--- config.mk ---
export PLATFORM = sky130hd
export DESIGN_NAME = stopwatch_bcd
export DESIGN_NICKNAME = d
export VERILOG_FILES = /design/src/rtl/stopwatch_bcd.sv
export SDC_FILE = /design/constraint.sdc
export NUM_CORES = 1
export LEC_CHECK = 0
export CORE_UTILIZATION = 57
export CTS_BUF_LIST = sky130_fd_sc_hd__clkbuf_8
export DETAILED_ROUTE_END_ITERATION = 10
export GPL_TIMING_DRIVEN = 0
export PLACE_DENSITY = 0.83
export SYNTH_ARGS = -nofsm -noshare
export SYNTH_HDL_FRONTEND = slang
export SYNTH_SLANG_ARGS = --single-unit
--- constraint.sdc ---
create_clock -name CLOCK_50 -period 2.7 [get_ports CLOCK_50]
set_clock_uncertainty 0.15 [all_clocks]
set_input_delay 0.405 -clock CLOCK_50 [delete_from_list [all_inputs] [get_ports CLOCK_50]]
set_output_delay 0.405 -clock CLOCK_50 [all_outputs]
set_load 0.03 [all_outputs]
--- src/rtl/stopwatch_bcd.sv ---
// MM:SS BCD stopwatch driven by rising edges of the 1 Hz LEDG wave, with four active-low 7-segment outputs.
// Optional macro LAP_EN adds a lap/freeze of the displayed value.
module stopwatch_bcd #(
    parameter int TICKS_PER_SEC = 1,
    parameter int ROLL_MINUTES  = 60
) (
    input  logic       CLOCK_50,
    input  logic       RESET_N,
    input  logic       LEDG,
    input  logic       start_stop,
    input  logic       clear,
    input  logic       lap,
    output logic [6:0] HEX0,
    output logic [6:0] HEX1,
    output logic [6:0] HEX2,
    output logic [6:0] HEX3,
    output logic       running,
    output logic       rollover
);

    typedef enum logic [1:0] {IDLE, RUN, PAUSE} state_t;

    localparam logic [3:0] PRE_LAST      = 4'(TICKS_PER_SEC - 1);
    localparam logic [3:0] MIN_LAST_TENS = 4'((ROLL_MINUTES - 1) / 10);
    localparam logic [3:0] MIN_LAST_ONES = 4'((ROLL_MINUTES - 1) % 10);
    localparam logic [6:0] SEG_ZERO      = 7'b1000000;

    state_t     state;
    logic       ledg_q;
    logic       armed;
    logic [3:0] prescaler;
    logic [3:0] sec_ones, sec_tens, min_ones, min_tens;
    logic       rise, tick, min_wrap, wrap, show_live;

    function automatic logic [6:0] seg7(input logic [3:0] d);
        case (d)
            4'd0:    seg7 = 7'b1000000;
            4'd1:    seg7 = 7'b1111001;
            4'd2:    seg7 = 7'b0100100;
            4'd3:    seg7 = 7'b0110000;
            4'd4:    seg7 = 7'b0011001;
            4'd5:    seg7 = 7'b0010010;
            4'd6:    seg7 = 7'b0000010;
            4'd7:    seg7 = 7'b1111000;
            4'd8:    seg7 = 7'b0000000;
            4'd9:    seg7 = 7'b0010000;
            default: seg7 = 7'b1111111;
        endcase
    endfunction

    // armed keeps a LEDG level that is already high at reset release from counting as an edge
    assign rise     = armed & LEDG & ~ledg_q;
    assign tick     = (state == RUN) & rise & (prescaler == PRE_LAST);
    assign min_wrap = (min_tens == MIN_LAST_TENS) & (min_ones == MIN_LAST_ONES);
    assign wrap     = tick & (sec_ones == 4'd9) & (sec_tens == 4'd5) & min_wrap;

    always_ff @(posedge CLOCK_50 or negedge RESET_N) begin
        if (!RESET_N) begin
            ledg_q <= 1'b0;
            armed  <= 1'b0;
        end else begin
            ledg_q <= LEDG;
            armed  <= 1'b1;
        end
    end

    always_ff @(posedge CLOCK_50 or negedge RESET_N) begin
        if (!RESET_N) begin
            state   <= IDLE;
            running <= 1'b0;
        end else if (clear) begin
            state   <= IDLE;
            running <= 1'b0;
        end else if (start_stop) begin
            case (state)
                RUN: begin
                    state   <= PAUSE;
                    running <= 1'b0;
                end
                default: begin
                    state   <= RUN;
                    running <= 1'b1;
                end
            endcase
        end
    end

    always_ff @(posedge CLOCK_50 or negedge RESET_N) begin
        if (!RESET_N) begin
            prescaler <= 4'd0;
        end else if (clear) begin
            prescaler <= 4'd0;
        end else if ((state == RUN) && rise) begin
            prescaler <= (prescaler == PRE_LAST) ? 4'd0 : prescaler + 4'd1;
        end
    end

    always_ff @(posedge CLOCK_50 or negedge RESET_N) begin
        if (!RESET_N) begin
            sec_ones <= 4'd0;
            sec_tens <= 4'd0;
            min_ones <= 4'd0;
            min_tens <= 4'd0;
            rollover <= 1'b0;
        end else begin
            rollover <= wrap & ~clear;
            if (clear) begin
                sec_ones <= 4'd0;
                sec_tens <= 4'd0;
                min_ones <= 4'd0;
                min_tens <= 4'd0;
            end else if (tick) begin
                if (sec_ones == 4'd9) begin
                    sec_ones <= 4'd0;
                    if (sec_tens == 4'd5) begin
                        sec_tens <= 4'd0;
                        if (min_wrap) begin
                            min_ones <= 4'd0;
                            min_tens <= 4'd0;
                        end else if (min_ones == 4'd9) begin
                            min_ones <= 4'd0;
                            min_tens <= min_tens + 4'd1;
                        end else begin
                            min_ones <= min_ones + 4'd1;
                        end
                    end else begin
                        sec_tens <= sec_tens + 4'd1;
                    end
                end else begin
                    sec_ones <= sec_ones + 4'd1;
                end
            end
        end
    end

`ifdef LAP_EN
    logic frozen;

    always_ff @(posedge CLOCK_50 or negedge RESET_N) begin
        if (!RESET_N) begin
            frozen <= 1'b0;
        end else if (clear) begin
            frozen <= 1'b0;
        end else if (lap && (state == RUN)) begin
            frozen <= ~frozen;
        end
    end

    assign show_live = ~frozen;
`else
    logic unused_lap;
    assign unused_lap = lap;
    assign show_live  = 1'b1;
`endif

    always_ff @(posedge CLOCK_50 or negedge RESET_N) begin
        if (!RESET_N) begin
            HEX0 <= SEG_ZERO;
            HEX1 <= SEG_ZERO;
            HEX2 <= SEG_ZERO;
            HEX3 <= SEG_ZERO;
        end else if (show_live) begin
            HEX0 <= seg7(sec_ones);
            HEX1 <= seg7(sec_tens);
            HEX2 <= seg7(min_ones);
            HEX3 <= seg7(min_tens);
        end
    end

endmodule

==> impl_metrics.toml <==
[final_layout]
final_core_util = 0.730
final_layout_size_suffix_gt1_frac = 0.0667
fin_nets = 357
final_common_cell = "dfrtp_1"
syn_to_final_growth_pct = 19.9
design_area_sq_um = 3260
fillCellCount = 322
antennaDiodeCount = 0
most-common-layout-cells = "dfrtp_1, a21oi_1, clkdlybuf4s50_1, nand2_1, nor2_1"

[timing]
period_needed_ns = 2.27
slew-limit-headroom = 0.618
rsz0062_at_grt = "false"
setup_tns_ns = 0
finalSetupViolCount = 0
worstMarginPinSlew_ns = 0.569
setup_slack_ns = 0.434
maxSlewViolCount = 0
finalHoldViolations = 0
fmax_mhz = 441
fin_crit_sh = 0.839

[placed_design]
place.gp.congestion = 0.796
pre_cts_ws_ns = 0.369
place_area_sq_um = 3140
dp.final_hpwl_um = 3730
io_buffers = 34

[grt]
grt_pass1_wl_um = 8800
grt_pass1_vias = 2044
track_usage = 0.220
antenna_found_initial = 0
overflow = 0
grt_max_degree = 38

[synth]
synth-seq-area-share = 0.489
synth.distinct_cells = 45
synth_area_per_cell_sq_um = 9.52
synth_top_family_by_area = "simple AND/OR/NAND/NOR gates"
synth_edf_count = 0
synthXorXnorAreaFrac = 0.00643
synth_mux_area_frac = 0.0188
synth-adder-area-share = 0.101
synth_cells = 286
synthSimpleGateAreaFrac = 0.207
netlist_area_sq_um = 2720
syn-num-nets = 314
synth-main-ff-cell = "dfrtp_1"
synth-async-reset-ratio = 1.00
synth-seq-cells = 53
synth_compound_area_frac = 0.127
yosys_warnings = 0

[flow_run]
drv_cap = 0

[drt]
wl_met2_um = 2700
maxUsedRoutingLayer = "met4"
first_pass_iters = 9
wl_met1_um = 2260
drt_iter0_drc = 96
vias_per_cell = 5.60
met3_length_um = 158
wire_per_inst_um = 13.5
vias = 2141
drt_wl_total_um = 5170
drc_errors = 3
ant_nets = 0

[critical_path]
crit_type = "reg -> reg"
critPathLaunchType = "register"
cp_max_fo = 7
end_kind = "register"
worstPathRequired_ns = 2.78
reg2reg_slack_ns = 0.43
arrival_ns = 2.34

[floorplan]
die_h_um = 71.1
start_util = 0.609
fp.dieW_um = 71.1
io_pins = 36
core_area_sq_um = 4470
die-area_sq_um = 5060
num_rows = 24

[clocking]
cts_root_buf = "clkbuf_8"
clock_sinks = 53
path_clk_slew_ns = 0.09
htree_levels = 2
cts.path.max_buffers = 2
worstSkewPairLatency_ns = 0.30
cts_setup_buffers = 0
numCtsBuffers = 5
cts_tree = "yes"

[run_status]
violations = "DRC"
outcome = "finished, violations left"

[power_and_ir_drop]
power_density_nw_per_um2 = 423
p_leak_nw = 1.49
ir_drop_mv = 0.271

[min_path]
min_path_type = "in -> async"
[what timing repair did]
action | 4_1_cts | 5_1_grt
endpoints found under the hold margin | 14 | 0
hold buffers | 1 | 0
resized for setup | 0 | 0
[worst max-delay path: stages (launching register included)]
cell and delay, ns:
dfrtp_1 0.47, inv_1 0.17, ha_1 0.22, and3b_1 0.17, clkbuf_1 0.25, nand4_1 0.14, or4b_1 0.48, a21oi_1 0.14
[synthesized netlist by cell type (2+ instances only)]
cell,n,share of area
a211o_1,2,0.0064
a21oi_1,36,0.066
and3_1,3,0.0069
and3b_1,2,0.0064
clkbuf_1,11,0.015
dfrtp_1,49,0.45
dfstp_2,4,0.039
ha_1,22,0.10
inv_1,20,0.028
mux2i_1,4,0.015
nand2_1,29,0.040
nand2b_1,6,0.014
nand3_1,7,0.013
nand3b_1,2,0.0055
nand4_1,6,0.014
nor2_1,28,0.039
nor3_1,2,0.0037
o21ai_0,19,0.035
or2_2,4,0.0092
or3_1,4,0.0092
or4b_1,2,0.0074
[kinds of logic after synthesis]
| family | Yosys count |
|---|---|
| flip-flops | 53 |
| multiplexers | 5 |
| other | 1 |
| AND/OR/NAND/NOR | 106 |
| XOR/XNOR | 2 |
| AO/OA/AOI/OAI | 64 |
| buffers and inverters | 33 |
| adder cells (fa/ha/maj) | 22 |
[area by class of cell]
type,instances,area (sq um),area share
Sequential cell,53,1330,0.408
Multi-Input combinational cell,200,1260,0.386
Timing Repair Buffer,36,365,0.112
Inverter,20,75.1,0.0230
Clock buffer,5,68.8,0.0211
Tap cell,52,65.1,0.0199
Buffer,13,57.6,0.0176
Clock inverter,3,42.5,0.0130
[state kept, by name, summed over array words and instances, names as in the netlist]
signal     cells
HEX0           7
HEX1           7
HEX2           7
HEX3           7
min_ones       4
min_tens       4
prescaler      4
sec_ones       4
sec_tens       4
state          2
armed          1
ledg_q         1
rollover       1
[layer usage]
metal,global-route usage,vias to the layer above
met5,0,-
met1,0.254,1034
met4,0.0689,0
met2,0.411,44
li1,-,1056
met3,0.0427,7
[power by group]
group	switching [mW]	internal [mW]
Sequential	0.00484	0.799
Combinational	0.0355	0.0202
Clock	0.247	0.275
[metrics by stage]
| stage | hold slack, ns | cells | total power [mW] |
|---|---|---|---|
| CTS | 0.407 | 382 | 1.40 |
| floorplan | -0.0406 | 286 | 0.839 |
| finish | 0.397 | 382 | 1.38 |
| detailed placement | 0.192 | 373 | 0.875 |
| global placement | 0.383 | 372 | 0.871 |
| global route | 0.418 | 382 | 1.43 |
[path summary, 6_finish.rpt]
| path | end | depth (start not counted) | startpoint |
|---|---|---|---|
| worst min register to register | min_tens[3] | 2 | min_tens[3] |
| max in group asynchronous | HEX2[6] | 3 | RESET_N |
| worst min-delay path | rollover | 2 | RESET_N |
| worst max-delay path | min_tens[3] | 7 | min_ones[1] |
| min in group CLOCK_50 | min_tens[3] | 2 | min_tens[3] |
| worst max register to register | min_tens[3] | 7 | min_ones[1] |
Power figures use the tool's default switching activity.
